File: src/rtl/leg_uop_pkg.sv
// rtl/leg_uop_pkg.sv - shared uop word width and type for the decode/issue queue
package leg_uop_pkg;
    localparam int UOP_W = 64;
    typedef logic [UOP_W-1:0] uop_t;
endpackage

File: src/rtl/uop_queue_mem.sv
// rtl/uop_queue_mem.sv - DEPTH x W register array, one write port, one async read port
module uop_queue_mem #(
    parameter int DEPTH = 8,
    parameter int W     = 64,
    parameter int AW    = $clog2(DEPTH)
) (
    input  logic          clk,
    input  logic          we,
    input  logic [AW-1:0] waddr,
    input  logic [W-1:0]  wdata,
    input  logic [AW-1:0] raddr,
    output logic [W-1:0]  rdata
);
    logic [W-1:0] mem_q [DEPTH];
    logic [W-1:0] mem_d [DEPTH];

    always_comb begin
        mem_d = mem_q;
        if (we) begin
            mem_d[waddr] = wdata;
        end
    end

    // Contents survive reset and flush; the pointers alone define occupancy.
    always_ff @(posedge clk) begin
        mem_q <= mem_d;
    end

    assign rdata = mem_q[raddr];
endmodule

File: src/rtl/uop_queue.sv
// rtl/uop_queue.sv - circular uop FIFO between decode and uop_issue (optional UOP_QUEUE_BYPASS_EN)
module uop_queue
    import leg_uop_pkg::*;
#(
    parameter int DEPTH = 8,
    parameter int UOP_W = leg_uop_pkg::UOP_W,
    parameter int CW    = $clog2(DEPTH + 1)
) (
    input  logic             clk,
    input  logic             reset,
    input  logic             clear,
    input  logic [UOP_W-1:0] in_uop,
    input  logic             prev_valid,
    output logic             stalled,
    output logic [UOP_W-1:0] out_uop,
    output logic             valid,
    input  logic             next_stalled,
    output logic [CW-1:0]    count
);
    localparam int AW = $clog2(DEPTH);

    logic [AW-1:0]    head_q, head_d;
    logic [AW-1:0]    tail_q, tail_d;
    logic [CW-1:0]    count_q, count_d;
    logic             push, pop, flush, empty;
    logic [UOP_W-1:0] rdata;

    assign flush   = reset || clear;
    assign empty   = (count_q == '0);
    assign stalled = (count_q == CW'(DEPTH));
    assign count   = count_q;
    assign pop     = !empty && !next_stalled;

`ifdef UOP_QUEUE_BYPASS_EN
    // An empty queue forwards decode straight to issue; only a stalled issue forces a write.
    assign valid   = empty ? prev_valid : 1'b1;
    assign out_uop = empty ? (prev_valid ? in_uop : '0) : rdata;
    assign push    = prev_valid && !stalled && !(empty && !next_stalled);
`else
    assign valid   = !empty;
    assign out_uop = valid ? rdata : '0;
    assign push    = prev_valid && !stalled;
`endif

    always_comb begin
        head_d  = head_q;
        tail_d  = tail_q;
        count_d = count_q;
        if (flush) begin
            head_d  = '0;
            tail_d  = '0;
            count_d = '0;
        end else begin
            if (push) begin
                tail_d = tail_q + AW'(1);
            end
            if (pop) begin
                head_d = head_q + AW'(1);
            end
            case ({push, pop})
                2'b10:   count_d = count_q + CW'(1);
                2'b01:   count_d = count_q - CW'(1);
                default: count_d = count_q;
            endcase
        end
    end

    always_ff @(posedge clk) begin
        head_q  <= head_d;
        tail_q  <= tail_d;
        count_q <= count_d;
    end

    uop_queue_mem #(
        .DEPTH (DEPTH),
        .W     (UOP_W),
        .AW    (AW)
    ) u_mem (
        .clk   (clk),
        .we    (push && !flush),
        .waddr (tail_q),
        .wdata (in_uop),
        .raddr (head_q),
        .rdata (rdata)
    );
endmodule

File: config.mk
export PLATFORM = sky130hd
export DESIGN_NAME = uop_queue
export DESIGN_NICKNAME = d
export VERILOG_FILES = /design/src/rtl/leg_uop_pkg.sv /design/src/rtl/uop_queue_mem.sv /design/src/rtl/uop_queue.sv
export SDC_FILE = /design/constraint.sdc
export NUM_CORES = 1
export LEC_CHECK = 0
export CAP_MARGIN = 20
export CORE_MARGIN = 2
export CORE_UTILIZATION = 50
export DETAILED_ROUTE_END_ITERATION = 10
export GPL_ROUTABILITY_DRIVEN = 0
export GPL_TIMING_DRIVEN = 0
export PLACE_DENSITY = 0.82
export SLEW_MARGIN = 20
export SYNTH_ARGS = -nofsm -noshare
export SYNTH_HDL_FRONTEND = slang
export SYNTH_SLANG_ARGS = --single-unit
File: constraint.sdc
create_clock -name clk -period 6.1 [get_ports clk]
set_input_delay 0.61 -clock clk [delete_from_list [all_inputs] [get_ports clk]]
set_output_delay 0.61 -clock clk [all_outputs]
set_load 0.03 [all_outputs]
### After elaboration in Yosys (flattened, before gate mapping)

Index checks and enable logic that the tools add are counted.

| cells by class | value |
|---|---|
| add/sub/neg operators | 4 |
| $lt $le $gt $ge | 3 |
| equality and inequality tests | 3 |
| mux-type cells | 8 |
| bitwise gates (word level) | 2 |
| reductions and logical operators | 11 |

Operator list:

| kind | number |
|---|---|
| bitwise mux 512 bit | 1 |
| two-way mux 64 bit | 4 |
| binary-select mux 64 bit (select 3 bit) | 1 |
| demux 64 bit (select 3 bit) | 1 |
| greater-or-equal comparator 4 bit (second input constant) | 2 |
| NOT 3 -> 4 bit | 2 |
| case mux 4 bit (2 select lines) | 1 |
| adder 3 x 1 -> 3 bit (second input constant) | 2 |
| adder 4 x 1 -> 4 bit (second input constant) | 1 |
| equality test 4 bit (second input constant) | 1 |
| logical AND 1 bit | 4 |
| logical NOT 1 bit | 4 |
| logical NOT 4 bit | 1 |
| less-than comparator 4 x 1 -> 1 bit (second input constant) | 1 |
| subtractor 4 x 1 -> 4 bit (second input constant) | 1 |
| equality test 2 x 1 -> 1 bit (second input constant) | 1 |
| equality test 2 bit (second input constant) | 1 |
| nonzero test 2 bit | 1 |
| logical OR 1 bit | 1 |

| storage, ports and cells | value |
|---|---|
| bits in registers | 522 |
| input bits | 69 |
| logic and storage cells | 42 |

### Longest topological paths before layout

Gate-level depths: netlist (run 1).

| depth | value |
|---|---|
| word-level depth | 6 |
| gate-level depth with buffers | 9 |
| gate-level depth less buffers | 9 |

### Cells and area by module

A second synthesis (run 1) with hierarchy kept.

| second synthesis, totals | value |
|---|---|
| cells, all modules | 885 |
| area, all modules | 20284.5 um^2 |

By module, submodules not included:

| module | times used | cells each | area each (um^2) |
|---|---|---|---|
| uop_queue_mem | 1 | 752 | 19266.0 |
| uop_queue | 1 | 133 | 1018.5 |

### Least setup slack after synthesis (run 1)

Ideal clock, no wire load.

| timing | value |
|---|---|
| kind | register -> register |
| from | reg count_q[0], in the netlist count[0] |
| to | reg u_mem.mem_q[448] in the netlist's numbering (enable) |
| library setup time | 0.565 ns |
| arrival time | 5.654 ns |
| required time | 5.535 ns |
| slack | -0.118 ns |
| cell stages (with the launch flop) | 5 |
| period minus slack after synthesis | 6.218 ns |
| cells stage by stage | dfxtp_1 -> or4b_4 -> nand2_2 -> or3_1 -> nor3_1 |

| on the way | value |
|---|---|
| longest elaborated chain between the ends | 4 |

Ends and longest elaborated chain:

| element | RTL line | RTL |
|---|---|---|
| start: declaration | uop_queue.sv:24 | `logic [CW-1:0] count_q, count_d;` |
| start signal: assignment | uop_queue.sv:71 | `count_q <= count_d;` |
| equality test 4 bit | uop_queue.sv:30 | `assign stalled = (count_q == CW'(DEPTH));` |
| logical NOT 1 bit | uop_queue.sv:42 | `assign push = prev_valid && !stalled;` |
| logical AND 1 bit | uop_queue.sv:42 |  |
| logical AND 1 bit | uop_queue.sv:80 | `.we (push && !flush),` |
| end signal: assignment | uop_queue_mem.sv:26 | `mem_q <= mem_d;` |
| end: declaration | uop_queue_mem.sv:14 | `logic [W-1:0] mem_q [DEPTH];` |

No other way between the ends.
A chain may end at the register's enable or synchronous reset.

### Worst setup path in the final report (run 1)

| timing | value |
|---|---|
| from | reg head_q[1] |
| to | out out_uop[24] |

| on the way | value |
|---|---|
| longest elaborated chain between the ends | 5 |

Ends and longest elaborated chain:

| element | RTL line | RTL |
|---|---|---|
| start: declaration | uop_queue.sv:22 | `logic [AW-1:0] head_q, head_d;` |
| start signal: assignment | uop_queue.sv:69 | `head_q <= head_d;` |
| NOT 3 -> 4 bit (implied by the code) | uop_queue_mem.sv:29 | `assign rdata = mem_q[raddr];` |
| binary-select mux 64 bit (select 3 bit) | uop_queue_mem.sv:29 |  |
| two-way mux 64 bit (implied by the code) (2 in series) | uop_queue_mem.sv:29 |  |
| two-way mux 64 bit | uop_queue.sv:41 | `assign out_uop = valid ? rdata : '0;` |
| end: declaration | uop_queue.sv:15 | `output logic [UOP_W-1:0] out_uop,` |

No other way between the ends. The select of a mux whose other input is x is not followed.

==> results_dict.tcl, run 1 <==
set metrics [dict create \
    status "completed" \
    p_per_area_mw_per_mm2 303 \
    leakage_nw 7.51 \
    htree_levels 2 \
    internal_power_mw 5.90 \
    synth_nets 960 \
    ant_nets 0 \
    setup.worst_path.class "reg2out" \
    final_util_pct 61.6 \
    drive_above_1_share_pct 24.9 \
    place.port_buffers 138 \
    power.share.switching_pct 20.1 \
    clock_path_buffers 3 \
    dieArea_mm2 0.0417 \
    synth.top_cell.area_share_pct 76.8 \
    syn_to_final_growth_pct 22.0 \
    clkSlewWorstSetupHoldPaths_ps 60 \
    clock_sinks 522 \
    synth-async-reset-ratio_pct 0 \
    antenna_found_initial 3 \
    ys.flop_type "edfxtp_1" \
    yosys-top-cells-count "edfxtp_1 (512), mux4_2 (128), nor2_1 (82)" \
    fin_hold_ws_ps 548 \
    fp.coreArea_mm2 0.0396 \
    routed_via_density 5.80 \
    synth-seq-area-share_pct 77.8 \
    cts_hold_buf 0 \
    io_pins 139 \
    grt_pass1_wl_mm 61.9 \
    finalHoldViolations 0 \
    p_seq_share_pct 53.6 \
    globalRouteOverflowTotal 0 \
    start_kind "register" \
    cp_cell_sequence "clkbuf_1 > buf_2 > mux4_2 > mux2i_1 > nor2_1 > clkdlybuf4s50_1" \
    hp-class "reg2reg" \
    cts_made_buffers 50 \
    setup_viol 0 \
    dieHeight_um 204 \
    die-width_um 204 \
    num_vias 9696 \
    min_period_ps 3850 \
    track_usage_pct 20.1 \
    finalMaxSlewViolations 0 \
    drt_pass1_iterations 5 \
    yosysWarnings 0 \
    required_ps 5490 \
    place_area_mm2 0.0228 \
    ctsResizeCount 0 \
    fmax_mhz 260 \
    dp_hpwl_mm 26.0 \
    p_switching_mw 1.49 \
    synth_cells 885 \
    yosysMostFrequentCell "edfxtp_1" \
    clkLatencyLatePin_ps 560 \
    worstSetupEndpointType "output port" \
    relSlewSlack_pct 41.8 \
    critical_path.max_stage_delay_ps 590 \
    worst_pin_slew_ps 873 \
    syn_area_mm2 0.0200 \
    synth_top_cell_by_area "edfxtp_1" \
    yosys-top-cells-area "edfxtp_1 (77%), mux4_2 (14%), mux2i_1 (3.2%)" \
    cts_tree "yes" \
    synth_seq_cells 522 \
    maxCapViolCount 0 \
    start_util_pct 50.5 \
    rows 73 \
    cts_setup_buffers 0 \
    p_comb_share_pct 5.2 \
    fin_area_mm2 0.0244 \
    drc 0 \
    finalCritPeriodShare_pct 63.0 \
    synth-edff-count 512 \
    wl_per_cell_um 24.7 \
    worstPathMaxFanout 10 \
    fin_nets 1184 \
    tns_ps 0 \
    rsz0062_at_grt "no" \
    avgSynthCellArea_um2 22.6 \
    clkPwrFrac_pct 41.2 \
    cts-root-buf "clkbuf_16" \
    wirelength_mm 41.2 \
    drt_iter0_drc 796 \
    power_mw 7.39 \
    ir_drop_mv 0.251 \
    grt_pass1_vias 10300 \
    ys_types 32 \
    cp_slowest_cell "clkdlybuf4s50_1" \
    grt_start_max_net_pins 22 \
    worst_clock_skew_ps 8.76 \
    worstPathArrival_ps 3240 \
]
-- metal layers --
metal,wire [um],vias up,part of all wire (%),GRT usage (%)
li1,-,4146,-,-
met2,21600,350,52,34.8
met1,16400,5129,40,26.7
met3,2510,67,6.1,3.52
met5,27,-,0.065,0
met4,741,4,1.8,5.33
-- kinds of logic (layout without fill, tap and decap cells) --
logic type | count (synthesis) | after routing | share of synthesized area (%)
adders and majority gates | 6 | 6 | 0.412
AOI/OAI and AO/OA | 9 | 9 | 0.250
DFF | 522 | 522 | 77.8
buffers and inverters | 49 | 309 | 1.56
xor gates and xnor gates | 6 | 6 | 0.262
other | 0 | 2 | 0
muxes | 192 | 192 | 17.6
and+or+nand+nor | 101 | 101 | 2.14
-- power by group through the flow --
stage	clock, mW	combinational (mW)	sequential (mW)
after floorplan	0	0.186	4.04
after global placement	0	0.367	4.04
after detailed placement	0	0.387	4.04
after CTS	3.09	0.389	3.96
after global routing	3.23	0.410	3.96
final	3.04	0.383	3.96
-- critical path, delay by kind of cell, from the launching register on --
family        cells  cell delay (ps)
buf+inv           3             1560
mux               2              650
flops             1              380
simple gates      1               70
-- cell type report --
| cell class | instances | area, um^2 |
|---|---|---|
| Buffer | 44 | 293 |
| Clock buffer | 57 | 1340 |
| Multi-Input combinational cell | 314 | 4200 |
| Fill cell | 2729 | 15200 |
| Sequential cell | 522 | 15600 |
| Tap cell | 525 | 657 |
| Inverter | 5 | 18.8 |
| Antenna cell | 2 | 5.00 |
| Timing Repair Buffer | 172 | 2050 |
| Clock inverter | 31 | 287 |
-- cells in the final DEF, fill, tap and decap left out, drive strengths merged, types with 2 or more instances in the layout --
cell,Yosys,final
ha,5,5
o21ai,2,2
dfxtp,10,10
xnor2,2,2
clkinv,0,21
nor3,2,2
buf,38,72
edfxtp,512,512
inv,5,5
a21oi,5,5
nor2,82,82
mux2i,64,64
nand2,5,5
clkinvlp,0,5
mux4,128,128
bufinv,0,5
xor2,4,4
diode,0,2
nand2b,2,2
nand3,3,3
clkbuf,6,63
clkdlybuf4s50,0,138
-- per-stage QoR --
stage                     setup slack, ps  cells
after global placement              -4420   1548
final                                2250   1672
after detailed placement             2630   1582
after floorplan                       187    885
after global routing                 2140   1671
after CTS                            2200   1670
-- flip-flops by register name, indices dropped and copies added (netlist names) --
name / count
head_q: 3
tail_q: 3
u_mem.mem_q: 512
count: 4
-- final timing paths --
kind | start | endpoint | slack, ps | cells after the start
min | count[3]$_SDFFE_PP0P_ | count[3]$_SDFFE_PP0P_ | 550 | 2
max | head_q[1]$_SDFFE_PP0P_ | out_uop[24] | 2250 | 6
min reg2reg | count[3]$_SDFFE_PP0P_ | count[3]$_SDFFE_PP0P_ | 550 | 2
max reg2reg | count[0]$_SDFFE_PP0P_ | u_mem.mem_q[489]$_DFFE_PP_ | 3180 | 7
(Power assumes the default switching activity.)
==> inputs of run 2 (changes only) <==
--- a/config.mk
+++ b/config.mk
@@ -11,7 +11,7 @@
 export DETAILED_ROUTE_END_ITERATION = 10
 export GPL_ROUTABILITY_DRIVEN = 0
 export GPL_TIMING_DRIVEN = 0
-export PLACE_DENSITY = 0.82
+export PLACE_DENSITY = 0.79
 export SLEW_MARGIN = 20
 export SYNTH_ARGS = -nofsm -noshare
 export SYNTH_HDL_FRONTEND = slang
==> constraint.sdc (replaced) <==
create_clock -name clk -period 3.87 [get_ports clk]
set_input_delay 0.387 -clock clk [delete_from_list [all_inputs] [get_ports clk]]
set_output_delay 0.387 -clock clk [all_outputs]
set_load 0.03 [all_outputs]
==> run 2 against run 1 <==
First-iteration DRC count rose by 7.9%. Critical path depth unchanged. Count of clock-buffer cells in the layout up 6. Die area unchanged. Sequential power grew 58%. Clock skew about the same. Via count is 1.7% lower. Worst setup slack lost 2100 ps. Routed wire length shrank 0.16%. Flip-flop and latch count unchanged. Utilization decreased by 0.14 points. Largest cell class unchanged. Largest power group unchanged. Highest routed layer unchanged.
==> results_dict.tcl, run 2 (synthesized netlist as in run 1, its figures left out) <==
set metrics [dict create \
    status "completed" \
    ant_nets 0 \
    rsz0062_at_grt "no" \
    internal_power_mw 9.28 \
    r2r-start "count[0]$_SDFFE_PP0P_" \
    top_register "u_mem.mem_q" \
    final_util_pct 61.5 \
    min_period_ps 3700 \
    relSlewSlack_pct 41.5 \
    r2r_end "u_mem.mem_q[488]$_DFFE_PP_" \
    power.share.switching_pct 20.4 \
    dieHeight_um 204 \
    layout_common_cells "edfxtp_1 (512), clkdlybuf4s50_1 (138), mux4_2 (128)" \
    worstPathArrival_ps 3310 \
    tns_ps 0 \
    p_seq_share_pct 53.6 \
    num_vias 9527 \
    cts_tree "yes" \
    clock_path_buffers 3 \
    fmax_mhz 270 \
    grt_start_max_net_pins 21 \
    rr_worst_depth 8 \
    post-place-ws_ps 492 \
    htree_levels 2 \
    setup.worst_path.class "reg2out" \
    setup_viol 0 \
    globalRouteOverflowTotal 0 \
    die-width_um 204 \
    timing.final.ws_setup_ps 172 \
    antenna_found_initial 4 \
    fin_cells 1673 \
    drc 0 \
    rrSetupSlack_ps 830 \
    largest_register_ff_count 512 \
    wl_per_cell_um 24.6 \
    ir_drop_mv 0.435 \
    dp_cells 1577 \
    whs_path_depth 4 \
    power_mw 11.7 \
    place.port_buffers 138 \
    critPathLaunch "head_q[1]$_SDFFE_PP0P_" \
    routed_via_density 5.69 \
    cts-root-buf "clkbuf_16" \
    min_from "reset" \
    drt_iter0_drc 859 \
    clkPwrFrac_pct 41.2 \
    drive_above_1_share_pct 24.5 \
    p_per_area_mw_per_mm2 478 \
    leakage_nw 7.48 \
    worst_clock_skew_ps 8.96 \
    grt_pass1_vias 9972 \
    multiInputGateArea_mm2 0.00421 \
    fin_hold_ws_ps 507 \
    cts_made_buffers 51 \
    dp_hpwl_mm 25.3 \
    hp-class "in2reg" \
    maxCapViolCount 0 \
    cts_hold_buf 0 \
    finalCritPeriodShare_pct 95.6 \
    dieArea_mm2 0.0417 \
    grt_pass1_wl_mm 61.6 \
    p_comb_share_pct 5.2 \
    clkLatencyLatePin_ps 570 \
    rows 73 \
    start_util_pct 50.5 \
    finalMaxSlewViolations 0 \
    syn_to_final_growth_pct 21.7 \
    required_ps 3480 \
    worst_pin_slew_ps 877 \
    clock_sinks 522 \
    drt_pass1_iterations 5 \
    fin_nets 1180 \
    fin_area_mm2 0.0244 \
    worstSetupEndpointType "output port" \
    p_switching_mw 2.38 \
    io_pins 139 \
    wirelength_mm 41.2 \
    worstPathMaxFanout 10 \
    regArea_mm2 0.0156 \
    clkSlewWorstSetupHoldPaths_ps 60 \
    n_fill_cell 2738 \
    fp.coreArea_mm2 0.0396 \
    track_usage_pct 20.2 \
    whs_endpoint "count[3]$_SDFFE_PP0P_" \
    start_kind "register" \
    place_area_mm2 0.0227 \
    final_common_cell "edfxtp_1" \
    finalHoldViolations 0 \
]
## run 2: cell types whose count changed in the layout (fill, tap and decap cells not counted), moves of 3 or more
| cell | change |
|---|---|
| clkbuf_1 | +4 |
| buf_6 | -4 |
| clkinvlp_4 | -3 |
| buf_8 | +5 |
| clkinv_2 | +3 |
| buf_16 | -5 |
| buf_4 | -5 |
| buf_12 | +4 |
## run 2: layout make-up
type / count / share of cell area, %
Clock inverter: 31 / 1.06
Multi-Input combinational cell: 314 / 17.3
Sequential cell: 522 / 63.9
Buffer: 44 / 1.20
Timing Repair Buffer: 167 / 8.13
Tap cell: 525 / 2.70
Clock buffer: 63 / 5.64
Inverter: 5 / 0.0770
Antenna cell: 2 / 0.0205
## run 2: how the worst max path moves through the flow
stage,end,slack (ps),cells past startpoint
global route,out_uop[58],20,6
finish,out_uop[1],170,6
floorplan,u_mem.mem_q[384]$_DFFE_PP_,-630,4
global placement,u_mem.mem_q[361]$_DFFE_PP_,-3480,4
CTS,out_uop[58],130,6
detailed placement,u_mem.mem_q[489]$_DFFE_PP_,490,8
## run 2: what timing repair did
item / CTS / global route
resized for setup: 0 / 1
buffers inserted: 0 / 0
endpoints found under the setup margin: 0 / 1
## run 2: power by group through the flow
stage / Combinational [mW] / Sequential (mW) / Clock [mW]
detailed placement: 0.608 / 6.37 / 0
finish: 0.603 / 6.25 / 4.81
CTS: 0.612 / 6.25 / 4.88
floorplan: 0.292 / 6.37 / 0
global route: 0.646 / 6.25 / 5.12
global placement: 0.579 / 6.37 / 0
## run 2: worst max-delay path: stages, from the launching register on
cell	delay, ps
dfxtp_1	380
buf_1	600
buf_2	420
mux4_2	250
mux2i_1	60
nor2_1	290
clkdlybuf4s50_1	740
## run 2: routing by layer
layer	track usage, %	part of all wire [%]
met1	28.6	41
met2	32.8	50
met5	0	0.13
met4	4.87	1.5
met3	3.95	6.7
==> inputs of run 3 (changes only) <==
--- a/config.mk
+++ b/config.mk
@@ -8,8 +8,8 @@
 export CAP_MARGIN = 20
 export CORE_MARGIN = 2
 export CORE_UTILIZATION = 50
+export CTS_CLUSTER_DIAMETER = 200
 export DETAILED_ROUTE_END_ITERATION = 10
-export GPL_ROUTABILITY_DRIVEN = 0
 export GPL_TIMING_DRIVEN = 0
 export PLACE_DENSITY = 0.79
 export SLEW_MARGIN = 20
==> results of run 3 <==
Same layout as run 2: the final DEF is identical, and so are final timing and power.
